### config.mk
export PLATFORM = sky130hd
export DESIGN_NAME = paddle_ctrl_flat
export DESIGN_NICKNAME = d
export VERILOG_FILES = /design/src/rtl/pong_pkg.sv /design/src/rtl/paddle_ctrl_if.sv /design/src/rtl/paddle_ctrl_debounce.sv /design/src/rtl/paddle_ctrl.sv /design/src/flat_wrapper.sv
export SDC_FILE = /design/constraint.sdc
export NUM_CORES = 1
export LEC_CHECK = 0
export CORE_UTILIZATION = 54
export DETAILED_ROUTE_END_ITERATION = 10
export PLACE_DENSITY_LB_ADDON = 0.3
export SYNTH_ARGS = -nofsm -noshare
export SYNTH_HDL_FRONTEND = slang
export SYNTH_SLANG_ARGS = --single-unit
### constraint.sdc
create_clock -name clk -period 4.6 [get_ports clk]
set_clock_uncertainty 0.1 [all_clocks]
set_input_delay 0.92 -clock clk [delete_from_list [all_inputs] [get_ports clk]]
set_output_delay 0.92 -clock clk [all_outputs]
set_load 0.005 [all_outputs]
### src/rtl/pong_pkg.sv
// Field geometry and move encoding shared by the paddle, ball and video blocks.
package pong_pkg;
  localparam int POS_W       = 10;
  localparam int FIELD_Y_MIN = 0;
  localparam int FIELD_Y_MAX = 479;
  localparam int FIELD_X_MAX = 639;

  typedef enum logic [1:0] {HOLD, UP, DOWN} move_t;
endpackage

### src/rtl/paddle_ctrl_if.sv
// Paddle controls in, paddle position and limit flags out.
interface paddle_ctrl_if;
  import pong_pkg::*;

  logic             btn_up;
  logic             btn_down;
  logic             ai_en;
  logic [POS_W-1:0] ball_y_pos;
  logic [POS_W-1:0] paddle_pos;
  logic             at_top;
  logic             at_bottom;

  modport master (output btn_up, btn_down, ai_en, ball_y_pos,
                  input  paddle_pos, at_top, at_bottom);
  modport slave  (input  btn_up, btn_down, ai_en, ball_y_pos,
                  output paddle_pos, at_top, at_bottom);
endinterface

### src/rtl/paddle_ctrl_debounce.sv
// 2-FF synchroniser followed by a stability counter; output follows input
// only after DB_CYCLES consecutive cycles of disagreement.
module debounce #(
  parameter int DB_CYCLES = 65536
) (
  input  logic clk,
  input  logic reset_n,
  input  logic i_btn,
  output logic o_btn
);
  localparam int CW = (DB_CYCLES > 1) ? $clog2(DB_CYCLES) : 1;

  logic [1:0]    r_sync;
  logic          r_db;
  logic [CW-1:0] r_cnt;

  always_ff @(posedge clk or negedge reset_n) begin
    if (!reset_n) begin
      r_sync <= '0;
      r_db   <= 1'b0;
      r_cnt  <= '0;
    end else begin
      r_sync <= {r_sync[0], i_btn};
      if (r_sync[1] != r_db) begin
        if (r_cnt == CW'(DB_CYCLES - 1)) begin
          r_db  <= r_sync[1];
          r_cnt <= '0;
        end else begin
          r_cnt <= r_cnt + 1'b1;
        end
      end else begin
        r_cnt <= '0;
      end
    end
  end

  assign o_btn = r_db;
endmodule

### src/rtl/paddle_ctrl.sv
// One paddle: movement tick, manual/AI move decode and the clamped centre register.
module paddle_ctrl
  import pong_pkg::*;
#(
  parameter int TICK_DIV  = 131072,
  parameter int DB_CYCLES = 65536,
  parameter int STEP      = 2,
  parameter int PAD_HALF  = 20,
  parameter int Y_MIN     = FIELD_Y_MIN,
  parameter int Y_MAX     = FIELD_Y_MAX,
  parameter int START_Y   = 240,
  parameter int DEADBAND  = 4
) (
  input logic          clk,
  input logic          reset_n,
  paddle_ctrl_if.slave bus
);
  localparam int          TW      = (TICK_DIV > 1) ? $clog2(TICK_DIV) : 1;
  localparam logic [10:0] LIM_TOP = 11'(Y_MIN + PAD_HALF);
  localparam logic [10:0] LIM_BOT = 11'(Y_MAX - PAD_HALF);
  localparam logic [10:0] STEP11  = 11'(STEP);
  localparam logic [10:0] DB11    = 11'(DEADBAND);
  localparam logic [10:0] START11 = 11'(START_Y);

  logic             w_up, w_down, w_tick;
  logic [1:0]       r_ai_sync;
  logic [TW-1:0]    r_tick_cnt;
  logic [POS_W-1:0] r_pos;
  logic             r_at_top, r_at_bottom;
  logic [10:0]      w_pos, w_ball, w_pos_nxt;
  move_t            w_move;

  debounce #(.DB_CYCLES(DB_CYCLES)) u_db_up (
    .clk(clk), .reset_n(reset_n), .i_btn(bus.btn_up), .o_btn(w_up));
  debounce #(.DB_CYCLES(DB_CYCLES)) u_db_down (
    .clk(clk), .reset_n(reset_n), .i_btn(bus.btn_down), .o_btn(w_down));

  always_ff @(posedge clk or negedge reset_n) begin
    if (!reset_n) begin
      r_ai_sync  <= '0;
      r_tick_cnt <= '0;
    end else begin
      r_ai_sync  <= {r_ai_sync[0], bus.ai_en};
      r_tick_cnt <= w_tick ? '0 : r_tick_cnt + 1'b1;
    end
  end

  assign w_tick = (r_tick_cnt == TW'(TICK_DIV - 1));
  assign w_pos  = {1'b0, r_pos};
  assign w_ball = {1'b0, bus.ball_y_pos};

  // In AI mode the buttons are ignored entirely.
  always_comb begin
    w_move = HOLD;
    if (r_ai_sync[1]) begin
      if (w_ball > w_pos + DB11)      w_move = DOWN;
      else if (w_ball + DB11 < w_pos) w_move = UP;
    end else if (w_up && !w_down) begin
      w_move = UP;
    end else if (w_down && !w_up) begin
      w_move = DOWN;
    end
  end

  always_comb begin
    w_pos_nxt = w_pos;
    if (w_tick) begin
      case (w_move)
        UP:      w_pos_nxt = (w_pos - STEP11 < LIM_TOP) ? LIM_TOP : w_pos - STEP11;
        DOWN:    w_pos_nxt = (w_pos + STEP11 > LIM_BOT) ? LIM_BOT : w_pos + STEP11;
        default: w_pos_nxt = w_pos;
      endcase
    end
  end

  // Flags come from the same next value so they stay coherent with r_pos.
  always_ff @(posedge clk or negedge reset_n) begin
    if (!reset_n) begin
      r_pos       <= START11[POS_W-1:0];
      r_at_top    <= (START11 == LIM_TOP);
      r_at_bottom <= (START11 == LIM_BOT);
    end else begin
      r_pos       <= w_pos_nxt[POS_W-1:0];
      r_at_top    <= (w_pos_nxt == LIM_TOP);
      r_at_bottom <= (w_pos_nxt == LIM_BOT);
    end
  end

  assign bus.paddle_pos = r_pos;
  assign bus.at_top     = r_at_top;
  assign bus.at_bottom  = r_at_bottom;
endmodule

### src/flat_wrapper.sv
// flat-port wrapper written by rule: the top's interface ports become plain ports
module paddle_ctrl_flat import pong_pkg::*;
#(
  parameter int TICK_DIV  = 131072,
  parameter int DB_CYCLES = 65536,
  parameter int STEP      = 2,
  parameter int PAD_HALF  = 20,
  parameter int Y_MIN     = FIELD_Y_MIN,
  parameter int Y_MAX     = FIELD_Y_MAX,
  parameter int START_Y   = 240,
  parameter int DEADBAND  = 4
)
  (clk, reset_n, bus_btn_up, bus_btn_down, bus_ai_en, bus_ball_y_pos, bus_paddle_pos, bus_at_top, bus_at_bottom);
  paddle_ctrl_if bus_i ();
  input logic clk;
  input logic reset_n;
  input wire logic [$bits(bus_i.btn_up)-1:0] bus_btn_up;
  input wire logic [$bits(bus_i.btn_down)-1:0] bus_btn_down;
  input wire logic [$bits(bus_i.ai_en)-1:0] bus_ai_en;
  input wire logic [$bits(bus_i.ball_y_pos)-1:0] bus_ball_y_pos;
  output wire logic [$bits(bus_i.paddle_pos)-1:0] bus_paddle_pos;
  output wire logic [$bits(bus_i.at_top)-1:0] bus_at_top;
  output wire logic [$bits(bus_i.at_bottom)-1:0] bus_at_bottom;
  assign bus_i.btn_up = bus_btn_up;
  assign bus_i.btn_down = bus_btn_down;
  assign bus_i.ai_en = bus_ai_en;
  assign bus_i.ball_y_pos = bus_ball_y_pos;
  assign bus_paddle_pos = bus_i.paddle_pos;
  assign bus_at_top = bus_i.at_top;
  assign bus_at_bottom = bus_i.at_bottom;
  paddle_ctrl #(.TICK_DIV(TICK_DIV), .DB_CYCLES(DB_CYCLES), .STEP(STEP), .PAD_HALF(PAD_HALF), .Y_MIN(Y_MIN), .Y_MAX(Y_MAX), .START_Y(START_Y), .DEADBAND(DEADBAND)) u_core (.clk(clk), .reset_n(reset_n), .bus(bus_i));
endmodule
==> impl_metrics.toml <==
[detailed_routing]
met1_length_um = 4709
routed_wl_um = 10330
ant_nets = 0
routed.top_layer = "met4"
firstDrtPassIters = 4
num_vias = 3760
drt_iter0_markers = 224
wire_per_inst_um = 15.72
dr_wl_met3_um = 693
route.met2.wl_um = 4765
route.detailed.drc = 0
via_per_inst = 5.723

[yosys]
synth_area_leader_cell = "dfrtp_1"
synth_ff_type = "dfrtp_1"
post_synth_main_area_contributors = "dfrtp_1 37%, ha_1 9.0%, xnor2_1 6.3%"
ys_seq_area_frac = 0.3890
ys_types = 66
synth_edf_count = 0
ys_async_sr_fraction = 1.000
yosys_register_bits = 69
syn_area_mm2 = 0.004452
syn_inst = 481
avgSynthCellArea_um2 = 9.255
synth_fp_nets = 528
ys_warn_count = 0
synth_top_area_share = 0.3654

[timing]
clock.fmax_mhz = 223.9
holdWs_ps = 248.6
fin_ws_ps = 134.3
slew_violations = 0
tns_ps = 0
finalCritPeriodShare = 0.9708
fin_crit_ps = 4466
setup-violations-final = 0
hold_viol_final = 0
slew-limit-headroom = 0.3719
tightestPinTransition_ps = 942.1

[global_route]
grt.overflow.total = 0
antenna_found_initial = 0
grtUsageTotal = 0.2489
grt_pass1_wl_um = 16800
grt_pass1_vias = 3540
grt_max_degree = 43

[worst_setup_path]
r2r-end = "u_core.bus.at_bottom"
cp_max_fo = 6
r2r_slack_ps = 180
crit_path_end_kind = "flop"
cp.required_ps = 4750
r2r_start = "u_core.bus.paddle_pos[4]"
path_class = "in -> reg"
start_kind = "input port"
cp.arrival_ps = 4620
worst-r2r-cell-count = 18

[clock_tree]
cts_made_buffers = 9
cts_hold_buffers = 0
clk_pin_slew_ps = 70
cts_buffer_depth = 2
htree_levels = 3
cts_root_buf = "clkbuf_8"
cts_tree = "built"
clock-sinks = 69
clock_latency_ps = 340

[placed_design]
place_worst_setup_slack_ps = -514.9
hpwlAfterDp_um = 7622
place_congestion = 0.8995
placed_area_mm2 = 0.005070
io_buffers = 26

[finish]
nets = 598
mostFrequentLayoutCells = "64 x dfrtp_1, 59 x nor2_1, 52 x buf_4"
drive_above_1_share = 0.2036
fill_cells = 622
multi_input_comb_area_mm2 = 0.002649
area_growth_pct = 22.79
layout_commonest_cell = "dfrtp_1"
finalInstanceArea_mm2 = 0.005466
diodes = 0
final-seq-area_mm2 = 0.001733
post-route-util = 0.6966

[min_path]
whs_endpoint = "u_core.u_db_up.r_sync[1]"
min_path_type = "reg -> reg"
hold_depth = 0
hold_start = "u_core.u_db_up.r_sync[0]"

[die]
ios = 27
core_area_mm2 = 0.007848
num_rows = 32
chipWidth_um = 92.80
fp.dieArea_mm2 = 0.008611
die_h_um = 92.80
initial_core_util = 0.5673

[pwr]
ir_drop_v = 0.0002123
power_density_mw_per_mm2 = 218.3
p_leak_nw = 2.487

[job]
cap_violations = 0

[status]
outcome = "finished, final reports clean"
## registers in the layout, indices dropped and copies added, names as in the netlist
| signal | flops |
|---|---|
| u_core.u_db_up.o_btn | 1 |
| u_core.r_ai_sync | 2 |
| u_core.bus.at_top | 1 |
| u_core.bus.paddle_pos | 10 |
| u_core.u_db_up.r_sync | 2 |
| u_core.u_db_down.o_btn | 1 |
| u_core.u_db_up.r_cnt | 16 |
| u_core.u_db_down.r_sync | 2 |
| u_core.bus.at_bottom | 1 |
| u_core.r_tick_cnt | 17 |
| u_core.u_db_down.r_cnt | 16 |
## per-layer routing
metal / up-vias / track usage
li1: 1818 / -
met1: 1824 / 0.3369
met2: 101 / 0.3934
met3: 17 / 0.05911
met4: 0 / 0.07949
met5: - / 0
## synthesized netlist by cell type, types with 4 or more instances
cell type and instances:
dfrtp_1 65, nor2_1 60, nand2_1 40, ha_1 32, xnor2_1 32, xor2_1 27
nand3_1 25, inv_1 22, and3_1 16, a21oi_1 14, nand4_1 14, o21ai_0 13
clkbuf_1 9, nor2b_1 9, buf_2 7, nor3_1 6, o21a_1 6, a31oi_1 4
and4_1 4, buf_4 4, dfstp_2 4, o31ai_1 4
## cell type report
| cell class | count | share of cell area |
|---|---|---|
| Multi-Input combinational cell | 368 | 0.4846 |
| Sequential cell | 69 | 0.3170 |
| Timing Repair Buffer | 80 | 0.1250 |
| Tap cell | 102 | 0.02335 |
| Clock buffer | 9 | 0.02266 |
| Inverter | 23 | 0.01579 |
| Clock inverter | 6 | 0.01167 |
## worst max-delay path, stage by stage
cell,delay [ps]
dlymetal6s2s_1,130
ha_1,310
nor2b_4,130
o21a_1,190
o21a_1,190
o2111ai_1,180
a21oi_1,90
o31a_1,310
a311o_1,340
a22o_1,270
ha_4,290
nor2b_4,40
buf_6,120
buf_4,140
buf_4,140
nand3_2,70
nand2_2,70
or4b_4,550
nor3_4,120
## how the worst max path moves through the flow
stage,endpoint,from,slack (ps),depth (start not counted)
after floorplan,u_core.bus.at_bottom,bus_ball_y_pos[1],150,16
after global placement,u_core.bus.at_bottom,bus_ball_y_pos[2],-370,18
after detailed placement,u_core.bus.at_bottom,bus_ball_y_pos[2],-510,18
after CTS,u_core.bus.at_bottom,bus_ball_y_pos[2],20,19
after global routing,u_core.bus.at_bottom,u_core.bus.paddle_pos[4],-30,17
final,u_core.bus.at_bottom,bus_ball_y_pos[1],130,19
## kinds of logic (layout without fill, tap and decap cells)
group / after synthesis / count (layout) / share of synthesized area
compound gates: 77 / 77 / 0.1327
xor+xnor: 59 / 59 / 0.1161
fa+ha+maj: 32 / 32 / 0.08994
buf+inv: 44 / 118 / 0.04412
flops: 69 / 69 / 0.3890
mux: 2 / 2 / 0.005059
simple gates: 198 / 198 / 0.2232
## metrics by stage
step / power (mW) / cells
after floorplan: 0.6716 / 481
after global placement: 0.7185 / 634
after detailed placement: 0.7210 / 634
after CTS: 1.200 / 652
after global routing: 1.236 / 657
final: 1.193 / 657
## where the power goes
group	switching, mW	internal (mW)	total, mW	leakage [nW]
Sequential	0.00542	0.613	0.619	0.915
Clock	0.229	0.247	0.477	0.0915
Combinational	0.0516	0.0464	0.0981	1.48
Total	0.286	0.907	1.19	2.49
## timing repair
action                                  CTS  global route
gates resized for setup                   8            31
endpoints found under the setup margin    2             2
endpoints found under the hold margin     0             0
pin swaps                                 9            20
buffers inserted                          3             5
Note: power is estimated with default switching activity, not from simulation.
